## config.mk

```make
export PLATFORM = sky130hd
export DESIGN_NAME = varredura_polinomio
export DESIGN_NICKNAME = d
export VERILOG_FILES = /design/src/rtl/varredura_polinomio_pkg.sv /design/src/rtl/varredura_polinomio_fila.sv /design/src/rtl/varredura_polinomio.sv
export SDC_FILE = /design/constraint.sdc
export NUM_CORES = 1
export LEC_CHECK = 0
export ABC_AREA = 1
export BUFFER_PORTS_ARGS = -buffer_cell sky130_fd_sc_hd__buf_4
export CORE_MARGIN = 3
export CORE_UTILIZATION = 58
export CTS_CLUSTER_DIAMETER = 80
export CTS_CLUSTER_SIZE = 24
export DETAILED_ROUTE_END_ITERATION = 8
export PLACE_DENSITY = 0.89
export SKIP_LAST_GASP = 1
export SYNTH_ARGS = -nofsm -noshare
export SYNTH_HDL_FRONTEND = slang
export SYNTH_SLANG_ARGS = --single-unit
```

## constraint.sdc

```tcl
create_clock -name ck -period 3.5 [get_ports ck]
set_clock_uncertainty 0.1 [all_clocks]
set_input_delay 0.525 -clock ck [delete_from_list [all_inputs] [get_ports ck]]
set_output_delay 0.525 -clock ck [all_outputs]
set_load 0.05 [all_outputs]
```

## src/rtl/varredura_polinomio_pkg.sv

```systemverilog
// Shared types for the polynomial sweep sequencer: FSM states and result FIFO entry.
// Width default matches the polynomial core operand/result width.
package varredura_polinomio_pkg;

  localparam int LARG_PADRAO = 16;

  typedef enum logic [1:0] {
    OCIOSO  = 2'd0,
    DISPARO = 2'd1,
    ESPERA  = 2'd2
  } estado_t;

  typedef struct packed {
    logic [LARG_PADRAO-1:0] dado;
    logic                   ovf;
    logic                   ult;
  } entrada_t;

endpackage

```

## src/rtl/varredura_polinomio_fila.sv

```systemverilog
// Synchronous result FIFO: circular buffer with pointers one bit wider than the address.
// Head entry is read combinationally so a push is visible on the very next cycle.
module fila_resultados
  import varredura_polinomio_pkg::*;
#(
  parameter int  PROF = 4,
  parameter type T    = entrada_t
) (
  input  logic                    ck,
  input  logic                    rst,
  input  logic                    push,
  input  T                        dado_in,
  input  logic                    pop,
  output T                        dado_out,
  output logic                    cheia,
  output logic                    vazia,
  output logic [$clog2(PROF):0]   contagem
);

  localparam int AW = $clog2(PROF);

  logic [AW:0] wr_q, wr_d;
  logic [AW:0] rd_q, rd_d;
  T            mem_q [PROF];

  always_comb begin
    wr_d = wr_q;
    rd_d = rd_q;
    if (push && !cheia) wr_d = wr_q + (AW+1)'(1);
    if (pop && !vazia)  rd_d = rd_q + (AW+1)'(1);
  end

  always_ff @(posedge ck) begin
    if (rst) begin
      wr_q <= '0;
      rd_q <= '0;
    end else begin
      wr_q <= wr_d;
      rd_q <= rd_d;
    end
  end

  // Storage has no reset so it can map onto distributed RAM.
  always_ff @(posedge ck) begin
    if (push && !cheia) mem_q[wr_q[AW-1:0]] <= dado_in;
  end

  assign vazia    = (wr_q == rd_q);
  assign cheia    = (wr_q[AW] != rd_q[AW]) && (wr_q[AW-1:0] == rd_q[AW-1:0]);
  assign contagem = wr_q - rd_q;
  assign dado_out = mem_q[rd_q[AW-1:0]];

endmodule

```

## src/rtl/varredura_polinomio.sv

```systemverilog
// Sweep sequencer for the polynomial core: launches one point at a time, collects each
// result on the rising edge of pronto_i and streams it out through a small FIFO.
module varredura_polinomio
  import varredura_polinomio_pkg::*;
#(
  parameter int PROF          = 4,
  parameter int LARG          = LARG_PADRAO,
  parameter int LIMITE_ESPERA = 1023
) (
  input  logic            ck,
  input  logic            rst,
  input  logic            cfg_start,
  input  logic [LARG-1:0] x_ini,
  input  logic [LARG-1:0] x_passo,
  input  logic [LARG-1:0] n_pontos,
  input  logic [LARG-1:0] coef_a,
  input  logic [LARG-1:0] coef_b,
  input  logic [LARG-1:0] coef_c,
  output logic            inicio_o,
  output logic [LARG-1:0] x_o,
  output logic [LARG-1:0] a_o,
  output logic [LARG-1:0] b_o,
  output logic [LARG-1:0] c_o,
  input  logic            pronto_i,
  input  logic            overflow_i,
  input  logic [LARG-1:0] resultado_i,
  output logic            saida_valid,
  input  logic            saida_ready,
  output logic [LARG-1:0] saida_dado,
  output logic            saida_ovf,
  output logic            saida_ult,
  output logic            ocupado,
  output logic            erro_timeout
);

  localparam int CW = $clog2(LIMITE_ESPERA + 1);
  localparam int FW = $clog2(PROF) + 1;

  estado_t         estado_q, estado_d;
  logic [LARG-1:0] x_q, x_d;
  logic [LARG-1:0] passo_q, passo_d;
  logic [LARG-1:0] a_q, a_d, b_q, b_d, c_q, c_d;
  logic [LARG-1:0] resta_q, resta_d;
  logic [CW-1:0]   espera_q, espera_d;
  logic            pronto_ant_q, pronto_ant_d;
  logic            erro_q, erro_d;

  logic            borda;
  logic            push;
  logic            inicio;
  entrada_t        entrada;
  entrada_t        cabeca;
  logic            fila_cheia;
  logic            fila_vazia;
  logic [FW-1:0]   fila_contagem;

  assign borda        = pronto_i & ~pronto_ant_q;
  assign entrada.dado = resultado_i;
  assign entrada.ovf  = overflow_i;
  assign entrada.ult  = (resta_q == LARG'(1));

  always_comb begin
    estado_d     = estado_q;
    x_d          = x_q;
    passo_d      = passo_q;
    a_d          = a_q;
    b_d          = b_q;
    c_d          = c_q;
    resta_d      = resta_q;
    espera_d     = espera_q;
    erro_d       = erro_q;
    pronto_ant_d = pronto_i;
    push         = 1'b0;
    inicio       = 1'b0;
    case (estado_q)
      OCIOSO: begin
        if (cfg_start) begin
          x_d      = x_ini;
          passo_d  = x_passo;
          a_d      = coef_a;
          b_d      = coef_b;
          c_d      = coef_c;
          resta_d  = n_pontos;
          erro_d   = 1'b0;
          // An empty sweep still spends one cycle here so ocupado pulses once.
          estado_d = DISPARO;
        end
      end
      DISPARO: begin
        if (resta_q == '0) begin
          estado_d = OCIOSO;
        end else if (fila_contagem < FW'(PROF)) begin
          inicio   = 1'b1;
          espera_d = '0;
          estado_d = ESPERA;
        end
      end
      ESPERA: begin
        if (borda) begin
          push     = ~fila_cheia;
          x_d      = x_q + passo_q;
          resta_d  = resta_q - LARG'(1);
          estado_d = (resta_q == LARG'(1)) ? OCIOSO : DISPARO;
        end else if (espera_q == CW'(LIMITE_ESPERA)) begin
          erro_d   = 1'b1;
          estado_d = OCIOSO;
        end else begin
          espera_d = espera_q + CW'(1);
        end
      end
      default: estado_d = OCIOSO;
    endcase
  end

  always_ff @(posedge ck) begin
    if (rst) begin
      estado_q     <= OCIOSO;
      x_q          <= '0;
      passo_q      <= '0;
      a_q          <= '0;
      b_q          <= '0;
      c_q          <= '0;
      resta_q      <= '0;
      espera_q     <= '0;
      erro_q       <= 1'b0;
      pronto_ant_q <= 1'b0;
    end else begin
      estado_q     <= estado_d;
      x_q          <= x_d;
      passo_q      <= passo_d;
      a_q          <= a_d;
      b_q          <= b_d;
      c_q          <= c_d;
      resta_q      <= resta_d;
      espera_q     <= espera_d;
      erro_q       <= erro_d;
      pronto_ant_q <= pronto_ant_d;
    end
  end

  fila_resultados #(
    .PROF (PROF),
    .T    (entrada_t)
  ) u_fila (
    .ck       (ck),
    .rst      (rst),
    .push     (push),
    .dado_in  (entrada),
    .pop      (saida_valid & saida_ready),
    .dado_out (cabeca),
    .cheia    (fila_cheia),
    .vazia    (fila_vazia),
    .contagem (fila_contagem)
  );

  // Head fields are forced to zero while empty so they read 0 out of reset.
  assign saida_valid  = ~fila_vazia;
  assign saida_dado   = saida_valid ? cabeca.dado : '0;
  assign saida_ovf    = saida_valid & cabeca.ovf;
  assign saida_ult    = saida_valid & cabeca.ult;

  assign inicio_o     = inicio;
  assign x_o          = x_q;
  assign a_o          = a_q;
  assign b_o          = b_q;
  assign c_o          = c_q;
  assign ocupado      = (estado_q != OCIOSO);
  assign erro_timeout = erro_q;

endmodule

```

==> results_dict.tcl, run 1 <==
set metrics [dict create \
    wire_per_inst_um 15.2 \
    die_x_um 130 \
    worstMarginPinSlew_ns 1.10 \
    postSynthNetCount 1264 \
    drt-initial-drc-count 698 \
    cts_tree "built" \
    final_cell_count_no_fill 1497 \
    hold_viol 0 \
    grt_use_met2_pct 44.6 \
    dp_hpwl_mm 15.7 \
    synth_edf_count 72 \
    numPortBuffers 203 \
    rsz0062_at_grt "false" \
    grt_pass1_wl_mm 36.5 \
    grt.total_usage_pct 27.1 \
    worstPathRequired_ns 2.87 \
    synth-seq-area-share_pct 51.0 \
    fin_nets 1445 \
    diodes 0 \
    total_power_mw 9.38 \
    maxCapViolCount 0 \
    power_density_nw_per_um2 847 \
    endpoint_kind "primary output" \
    ys_dominant_reg_cell "dfxtp_1" \
    cts_max_level 4 \
    avgViaCountPerCell 5.40 \
    synth_most_common_cell "nor2_1" \
    cpMaxStageDelayCell "nor2_2" \
    grt.busiest_layer "met2" \
    min_path_type "in2reg" \
    path_clk_slew_ns 0.08 \
    syn_inst 1119 \
    async_reset_ff_share_pct 0 \
    ys_top_cells_by_count "275 x nor2_1, 170 x nand2_1, 125 x o21ai_0, 118 x dfxtp_1, 82 x a21oi_1" \
    synth-seq-cells 190 \
    fp-row-count 44 \
    routed_wl_mm 22.7 \
    period_share_pct 83.4 \
    yosysTopAreaCell "dfxtp_1" \
    antenna_found_initial 0 \
    place_inst 1465 \
    setup_viol 0 \
    postCtsHoldBufs 0 \
    overflow 0 \
    fmax_ghz 0.343 \
    detail-route-antenna-nets 0 \
    ir_drop_mv 0.522 \
    status "completed" \
    synth.yosys.warnings 0 \
    cp_cell_sequence "inv_1, ha_1, nand2_1, nor2_2, a21oi_1, buf_4" \
    clock_path_buffers 2 \
    insertion_delay_ns 0.44 \
    synth_area_um2 8870 \
    synth_cell_types 38 \
    use_met1_pct 33.8 \
    fp.dieH_um 130 \
    cts-root-buf "clkbuf_16" \
    design_area_um2 11100 \
    crit_fanout 19 \
    fin_hold_ws_ns 0.186 \
    slew_headroom_pct 27.0 \
    place_area_um2 10500 \
    synth.avg_cell_area_um2 7.93 \
    cts_made_buffers 17 \
    tns_ns 0 \
    cp-start-kind "flop" \
    drc 0 \
    critPathMaxStageDelay_ns 0.64 \
    synth_area_leaders "dfxtp_1 27%, edfxtp_1 24%, nor2_1 12%" \
    initial_core_util_pct 60.2 \
    gr-usage-met3_pct 7.90 \
    drv_slew 0 \
    grt_start_max_net_pins 65 \
    grt_pass1_vias 7759 \
    die-area_um2 16800 \
    cts_sinks 190 \
    coreArea_um2 14800 \
    rrSetupSlack_ns 1.10 \
    drive_above_1_share_pct 20.7 \
    areaGrowthSynthToFinish_pct 24.9 \
    first_pass_iters 7 \
    finalCriticalPeriod_ns 2.92 \
    power.leakage_nw 4.96 \
    crit_arrival_ns 2.29 \
    worstSetupPathType "reg2out" \
    cts_resized 0 \
    synth_top_area_share_pct 26.6 \
    io_pins 204 \
    gp_congestion 0.867 \
    vias 8079 \
    cts_setup_buffers 0 \
]
## cells by family after synthesis
kind of cell | Yosys count | share of synthesized area, %
AND/OR/NAND/NOR | 520 | 23.8
AO/OA/AOI/OAI | 227 | 13.3
flip-flops | 190 | 51.0
buffers and inverters | 138 | 6.20
adder cells (fa/ha/maj) | 27 | 3.89
XOR/XNOR | 17 | 1.85
## critical path: cells and delay by family, from the launching register on
| kind | cells | cell delay [ns] |
|---|---|---|
| AND/OR/NAND/NOR | 2 | 0.70 |
| flip-flops | 1 | 0.36 |
| buffers and inverters | 2 | 0.35 |
| adder cells (fa/ha/maj) | 1 | 0.31 |
| AO/OA/AOI/OAI | 1 | 0.12 |
## state kept, by name (all words and copies together) (netlist names), named ones only
signal	cells
erro_timeout	1
u_fila.mem_q	72
u_fila.rd_q	3
c_o	16
b_o	16
passo_q	16
resta_q	16
espera_q	10
u_fila.wr_q	3
a_o	16
estado_q	2
x_o	16
pronto_ant_q	1
## metal layers
layer	routed length, µm	up-vias
met5	0	-
met4	607	0
met3	1770	45
met2	10900	320
met1	9480	3699
li1	-	4015
## path summary, 6_finish.rpt
path / cells after the start / to / from
worst max-delay path: 6 / saida_dado[8] / u_fila.wr_q[0]
worst min-delay path: 1 / u_fila.mem_q[1][12] / resultado_i[10]
worst max register to register: 9 / flop / u_fila.wr_q[0]
worst min register to register: 2 / resta_q[14] / resta_q[14]
## per-stage QoR
stage               util, %  setup WS [ns]
global placement       71.1           1.15
global route           75.1          0.427
detailed placement     71.1           1.03
finish                 75.1          0.581
CTS                    75.1          0.548
floorplan                 -          0.998
## cell type report
type / instances / area (µm²)
flip-flops and latches: 190 / 4520
multi-input cells: 791 / 3800
fillers: 1048 / 3670
repair buffers: 214 / 1620
clock buffers: 17 / 425
inverters: 86 / 323
well taps: 184 / 230
clock inverters: 15 / 161
## cells in the final DEF (no fill, tap or decap), drive strengths merged, types with 2 or more instances in the layout
| cell | count |
|---|---|
| nand3 | 45 |
| clkinv | 3 |
| inv | 96 |
| edfxtp | 72 |
| nand4 | 2 |
| xnor2 | 4 |
| o211ai | 2 |
| dfxtp | 118 |
| clkbuf | 17 |
| nor3 | 12 |
| o31ai | 3 |
| buf | 214 |
| ha | 26 |
| or2 | 2 |
| xor2 | 13 |
| o21ai | 131 |
| nand2 | 172 |
| a31oi | 4 |
| a21oi | 82 |
| a211oi | 2 |
| nor2 | 285 |
## where the power goes
group	internal [mW]	switching (mW)
Clock	1.02	0.909
Combinational	1.31	3.21
Sequential	2.66	0.268
Total	4.99	4.39
Note: power is estimated with default switching activity, not from simulation.
==> run 2: changes to the inputs <==
Settings changed: ABC_AREA 1 to 0, CORE_UTILIZATION 58 to 54, PLACE_DENSITY 0.89 to 0.85.
Clock period 3.5 ns to 2.9 ns, I/O delays scaled along.
==> run 2 against run 1 <==
  * Count of clock-buffer cells in the layout rose by 3
  * Clock power rose by 21%
  * Die area rose by 1.4%
  * Worst hold slack got worse by 0.083 ns
  * First-iteration DRC count fell by 30%
  * Critical path depth fell by 1
  * Routed wire length fell by 10%
  * Non-clock buffer count rose by 7
  * Final cell count fell by 18%
  * Core utilization fell by 3.1 points
  * Sequential share of layout area rose by 1.5 points
  * Critical path type unchanged
  * Critical endpoint is now inicio_o
  * Largest cell class unchanged
==> results_dict.tcl, run 2 <==
set metrics [dict create \
    fill_cells 1122 \
    cts_made_buffers 17 \
    regArea_um2 4530 \
    drt-initial-drc-count 489 \
    power_density_nw_per_um2 703 \
    layout_common_cells "220 x buf_4, 168 x nand2_1, 117 x dfxtp_1" \
    first_pass_iters 5 \
    postCtsHoldBufs 0 \
    synth.yosys.warnings 0 \
    synth_most_common_cell "nand2_1" \
    power.internal_mw 5.00 \
    synth_area_um2 8390 \
    endpoint_kind "primary output" \
    die-area_um2 17100 \
    cts-root-buf "clkbuf_16" \
    cp-start-kind "flop" \
    initial_core_util_pct 56.4 \
    routed_wl_mm 20.3 \
    largest_reg_flops 72 \
    fp.dieH_um 131 \
    avgViaCountPerCell 5.58 \
    worstReg2RegEnd "x_o[14]" \
    postSynthNetCount 988 \
    dp_hpwl_mm 14.2 \
    async_reset_ff_share_pct 0 \
    grt_pass1_wl_mm 31.9 \
    synth_cell_types 62 \
    grt_pass1_vias 6476 \
    synth_area_leaders "dfxtp_1 28%, edfxtp_1 26%, nand2_1 7.6%" \
    layout_commonest_cell "buf_4" \
    path_clk_slew_ns 0.07 \
    slew_headroom_pct 43.5 \
    overflow 0 \
    worstSetupPathType "reg2out" \
    power.leakage_nw 4.36 \
    status "completed" \
    fmax_ghz 0.357 \
    rrSetupSlack_ns 0.41 \
    p_sw_mw 2.53 \
    worstMarginPinSlew_ns 0.848 \
    hold_viol 0 \
    insertion_delay_ns 0.43 \
    critPathMaxStageDelay_ns 0.58 \
    synth-seq-area-share_pct 54.0 \
    syn_inst 843 \
    rsz0062_at_grt "false" \
    crit_end "inicio_o" \
    min_path_type "in2reg" \
    drc 0 \
    setup_viol 0 \
    fin_nets 1180 \
    areaGrowthSynthToFinish_pct 27.6 \
    p_sw_share_pct 33.6 \
    critPathLaunch "resta_q[8]" \
    diodes 0 \
    period_share_pct 96.5 \
    detail-route-antenna-nets 0 \
    ys_top_cells_by_count "169 x nand2_1, 118 x dfxtp_1, 95 x a21oi_1, 72 x edfxtp_1, 61 x nor2_1" \
    die_x_um 131 \
    rr_worst_depth 9 \
    fp-row-count 44 \
    drive_above_1_share_pct 27.1 \
    cts_tree "built" \
    yosysTopAreaCell "dfxtp_1" \
    gp_congestion 0.841 \
    antenna_found_initial 0 \
    p_clk_share_pct 31.0 \
    vias 6875 \
    worstPathRequired_ns 2.37 \
    cts_sinks 190 \
    synth_top_area_share_pct 28.2 \
    maxCapViolCount 0 \
    ys_dominant_reg_cell "dfxtp_1" \
    tns_ns 0 \
    drv_slew 0 \
    crit_fanout 8 \
    finalCriticalPeriod_ns 2.80 \
    seq_power_share_pct 41.6 \
    rr_startpoint "x_o[0]" \
    cpMaxStageDelayCell "or4_4" \
    crit_arrival_ns 2.26 \
    synth.avg_cell_area_um2 9.95 \
    coreArea_um2 14900 \
    grt.total_usage_pct 23.6 \
    combPwrFrac_pct 27.4 \
    cp_cell_sequence "or4_4, nor4b_4, nand3_2, and4b_4, buf_4" \
    synth-seq-cells 190 \
    io_pins 204 \
    fin_hold_ws_ns 0.103 \
    multiInputGateArea_um2 3630 \
    clock_path_buffers 2 \
    ir_drop_mv 0.470 \
    numPortBuffers 203 \
    grt_start_max_net_pins 81 \
    wire_per_inst_um 16.5 \
    cts_max_level 4 \
    synth_edf_count 72 \
]
run 2: changes by cell type in the layout (fill, tap and decap cells not counted), sizes merged, moves of 9 or more:
cell / before / now
inv: 96 / 22
a21oi: 82 / 96
o21ai: 131 / 27
and2: 1 / 28
mux4: 0 / 18
nor2: 285 / 61
a21o: 0 / 9
nand3: 45 / 11
run 2: power by group through the flow:
stage	logic, mW	registers (mW)	clock network (mW)
6_report	2.06	3.13	2.34
5_1_grt	2.24	3.16	2.48
4_1_cts	2.06	3.13	2.36
3_5_place_dp	2.05	3.18	0
3_3_place_gp	2.02	3.17	0
2_1_floorplan	1.05	3.54	0
run 2: area by class of cell:
class / instances / share of cell area (%)
Sequential cell: 190 / 42.3
Multi-Input combinational cell: 590 / 33.9
Timing Repair Buffer: 221 / 15.6
Clock buffer: 20 / 4.08
Tap cell: 184 / 2.15
Clock inverter: 12 / 1.38
Inverter: 15 / 0.526
run 2: per-stage QoR:
stage          worst slack (ns)  cells  instance area [µm²]  utilization (%)  power (mW)
5_1_grt                 0.00377   1232                10700             72.0        7.88
3_3_place_gp              0.499   1199                10100             68.0        5.19
6_report                  0.101   1232                10700             72.0        7.53
2_1_floorplan             0.324    843                 8390                -        4.59
4_1_cts                   0.113   1231                10700             71.9        7.55
3_5_place_dp              0.396   1199                10100             68.0        5.23
run 2: worst min path at each step:
stage / cells after the start / to / slack (ns) / from
2_1_floorplan: 2 / passo_q[0] / 0.34 / passo_q[0]
3_3_place_gp: 2 / a_o[1] / 0.34 / a_o[1]
3_5_place_dp: 2 / a_o[9] / 0.35 / a_o[9]
4_1_cts: 1 / u_fila.mem_q[2][13] / 0.1 / resultado_i[11]
5_1_grt: 1 / u_fila.mem_q[2][13] / 0.09 / resultado_i[11]
6_report: 1 / u_fila.mem_q[2][13] / 0.10 / resultado_i[11]
run 2: metal layers:
layer / up-vias / GRT usage, % / part of all wire (%)
met5: - / 0 / 0
met4: 0 / 5.69 / 1.1
met3: 26 / 6.26 / 6.5
li1: 3372 / - / -
met1: 3274 / 30.6 / 42
met2: 203 / 39.8 / 50
run 2: repair_timing:
item	in CTS	in global routing
endpoints found under the setup margin	0	1
setup buffers	0	1
gates resized for setup	0	1
run 2: logic make-up (layout without fill, tap and decap cells):
family / count (synthesis) / in the layout / share of synthesized area [%]
compound gates: 189 / 189 / 13.5
xor+xnor: 21 / 21 / 2.19
buf+inv: 63 / 268 / 2.85
fa+ha+maj: 27 / 27 / 4.12
simple gates: 331 / 331 / 18.0
flops: 190 / 190 / 54.0
mux: 22 / 22 / 5.33
run 2: critical path, delay by kind of cell (launching register included):
| family | cells | cell delay, ns |
|---|---|---|
| DFF | 1 | 0.36 |
| and+or+nand+nor | 4 | 1.28 |
| buffers and inverters | 1 | 0.19 |
==> run 3: changes to the inputs <==
Settings changed: ABC_AREA 0 to 1, CORE_MARGIN 3 to 2, PLACE_DENSITY 0.85 to 0.84.
==> run 3 against run 2 <==
  * Maximum frequency rose by 5.6%
  * Sequential power is 13% higher
  * Count of clock-buffer cells in the layout fell by 3
  * Via count increased by 17%
  * Global-route usage grew 2.6 points
  * Design area rose by 4.2%
  * Core utilization is 2.3 points lower
  * Critical endpoint unchanged
  * Highest routed layer unchanged
==> results_dict.tcl, run 3 (same netlist as run 1, synthesis figures left out) <==
set metrics [dict create \
    status "completed" \
    rrSetupSlack_ns 0.50 \
    antenna_found_initial 0 \
    io_pins 204 \
    vias 8011 \
    gp_congestion 0.872 \
    min_delay_worst_endpoint "u_fila.mem_q[0][9]" \
    grt_pass1_vias 7840 \
    postCtsHoldBufs 0 \
    cts_setup_buffers 0 \
    die-area_um2 17500 \
    cp-start-kind "flop" \
    power_density_nw_per_um2 1020 \
    detail-route-antenna-nets 0 \
    insertion_delay_ns 0.43 \
    grt_start_max_net_pins 65 \
    grt_pass1_wl_mm 37.6 \
    die_x_um 132 \
    layout_commonest_cell "nor2_1" \
    path_delay_family "buffers and inverters" \
    drt-initial-drc-count 476 \
    initial_core_util_pct 55.5 \
    period_share_pct 91.4 \
    fp-row-count 46 \
    areaGrowthSynthToFinish_pct 25.6 \
    wire_per_inst_um 14.9 \
    worstMarginPinSlew_ns 1.12 \
    endpoint_kind "primary output" \
    overflow 0 \
    diodes 0 \
    fill_cells 1279 \
    cpMostUsedCell "inv_1" \
    dp_hpwl_mm 15.5 \
    clock_path_buffers 2 \
    min_path_type "in2reg" \
    fp.dieH_um 132 \
    routed_wl_mm 22.7 \
    drv_slew 0 \
    critPathMaxStageDelay_ns 0.35 \
    ir_drop_mv 0.690 \
    fin_util_pct 69.7 \
    hold_depth 1 \
    cts_made_buffers 17 \
    maxCapViolCount 0 \
    fin_nets 1445 \
    cpMaxStageDelayCell "dfxtp_1" \
    tns_ns 0 \
    rr_worst_depth 8 \
    crit_fanout 10 \
    rsz0062_at_grt "false" \
    fmax_ghz 0.377 \
    coreArea_um2 16000 \
    avgViaCountPerCell 5.24 \
    drc 0 \
    crit_buf_inv 4 \
    power.leakage_nw 4.97 \
    rr_startpoint "estado_q[0]" \
    hold_viol 0 \
    drive_above_1_share_pct 20.7 \
    cts_resized 0 \
    numPortBuffers 203 \
    grt.total_usage_pct 26.2 \
    layout_common_cells "275 x nor2_1, 212 x buf_4, 170 x nand2_1" \
    worstPathRequired_ns 2.37 \
    cp_cell_sequence "inv_1, ha_1, a21oi_1, xor2_2, inv_2, nand3_4, inv_1, buf_4" \
    path_clk_slew_ns 0.08 \
    crit_arrival_ns 2.12 \
    worstReg2RegEnd "resta_q[9]" \
    setup_viol 0 \
    cts_tree "built" \
    hp-start "resultado_i[7]" \
    cts_max_level 4 \
    worstSetupPathType "reg2out" \
    cts_sinks 190 \
    slew_headroom_pct 25.6 \
    finalCriticalPeriod_ns 2.65 \
    cts-root-buf "clkbuf_16" \
    first_pass_iters 5 \
    largest_reg_flops 72 \
]
## run 3: changes by cell type in the layout (fill, tap and decap cells not counted), sizes merged, moves of 7 or more
cell    previous run  this run
nand3             11        45
and2              28         1
a21o               9         0
nor4               7         0
buf              221       214
a21oi             96        82
mux4              18         0
a211oi             9         2
inv               22        94
o21ai             27       131
nor2              61       285
## run 3: per-stage QoR
stage | hold WS [ns] | total power, mW | cell area [µm²] | setup slack [ns] | cells
after floorplan | 0.344 | 7.52 | 8870 | 0.488 | 1119
after global placement | 0.353 | 8.91 | 10500 | 0.496 | 1497
after detailed placement | 0.356 | 9.04 | 10500 | 0.440 | 1497
after CTS | 0.0851 | 11.4 | 11200 | 0.221 | 1529
after global routing | 0.0865 | 12.1 | 11200 | 0.117 | 1529
final | 0.0950 | 11.4 | 11200 | 0.250 | 1529
## run 3: report_power, final
group | total, mW | switching (mW) | internal (mW)
Combinational | 5.50 | 3.90 | 1.60
Clock | 2.34 | 1.17 | 1.18
Sequential | 3.53 | 0.318 | 3.21
## run 3: cell type report
class                           instances  area [µm²]  share of cell area [%]
Inverter                               86         323                    2.89
Timing Repair Buffer                  214        1630                    14.6
Tap cell                              216         270                    2.42
Multi-Input combinational cell        791        3800                    34.1
Sequential cell                       190        4520                    40.6
Clock buffer                           17         425                    3.82
Clock inverter                         15         176                    1.58
## run 3: routing by layer
metal,vias up,routed length [µm],track usage (%),share of wire (%)
li1,4012,-,-,-
met1,3680,9570,32.5,42
met2,283,11100,45.5,49
met3,36,1610,6.31,7.1
met4,0,461,8.00,2.0
met5,-,0,0,0
## run 3: worst max path at each step
stage,startpoint,to,cells past startpoint,slack (ns)
3_3_place_gp,pronto_i,resta_q[9],9,0.50
5_1_grt,u_fila.rd_q[1],inicio_o,8,0.12
6_report,u_fila.rd_q[1],inicio_o,8,0.25
2_1_floorplan,flop,saida_dado[10],6,0.49
3_5_place_dp,pronto_i,x_o[0],8,0.44
4_1_cts,u_fila.rd_q[1],inicio_o,8,0.22
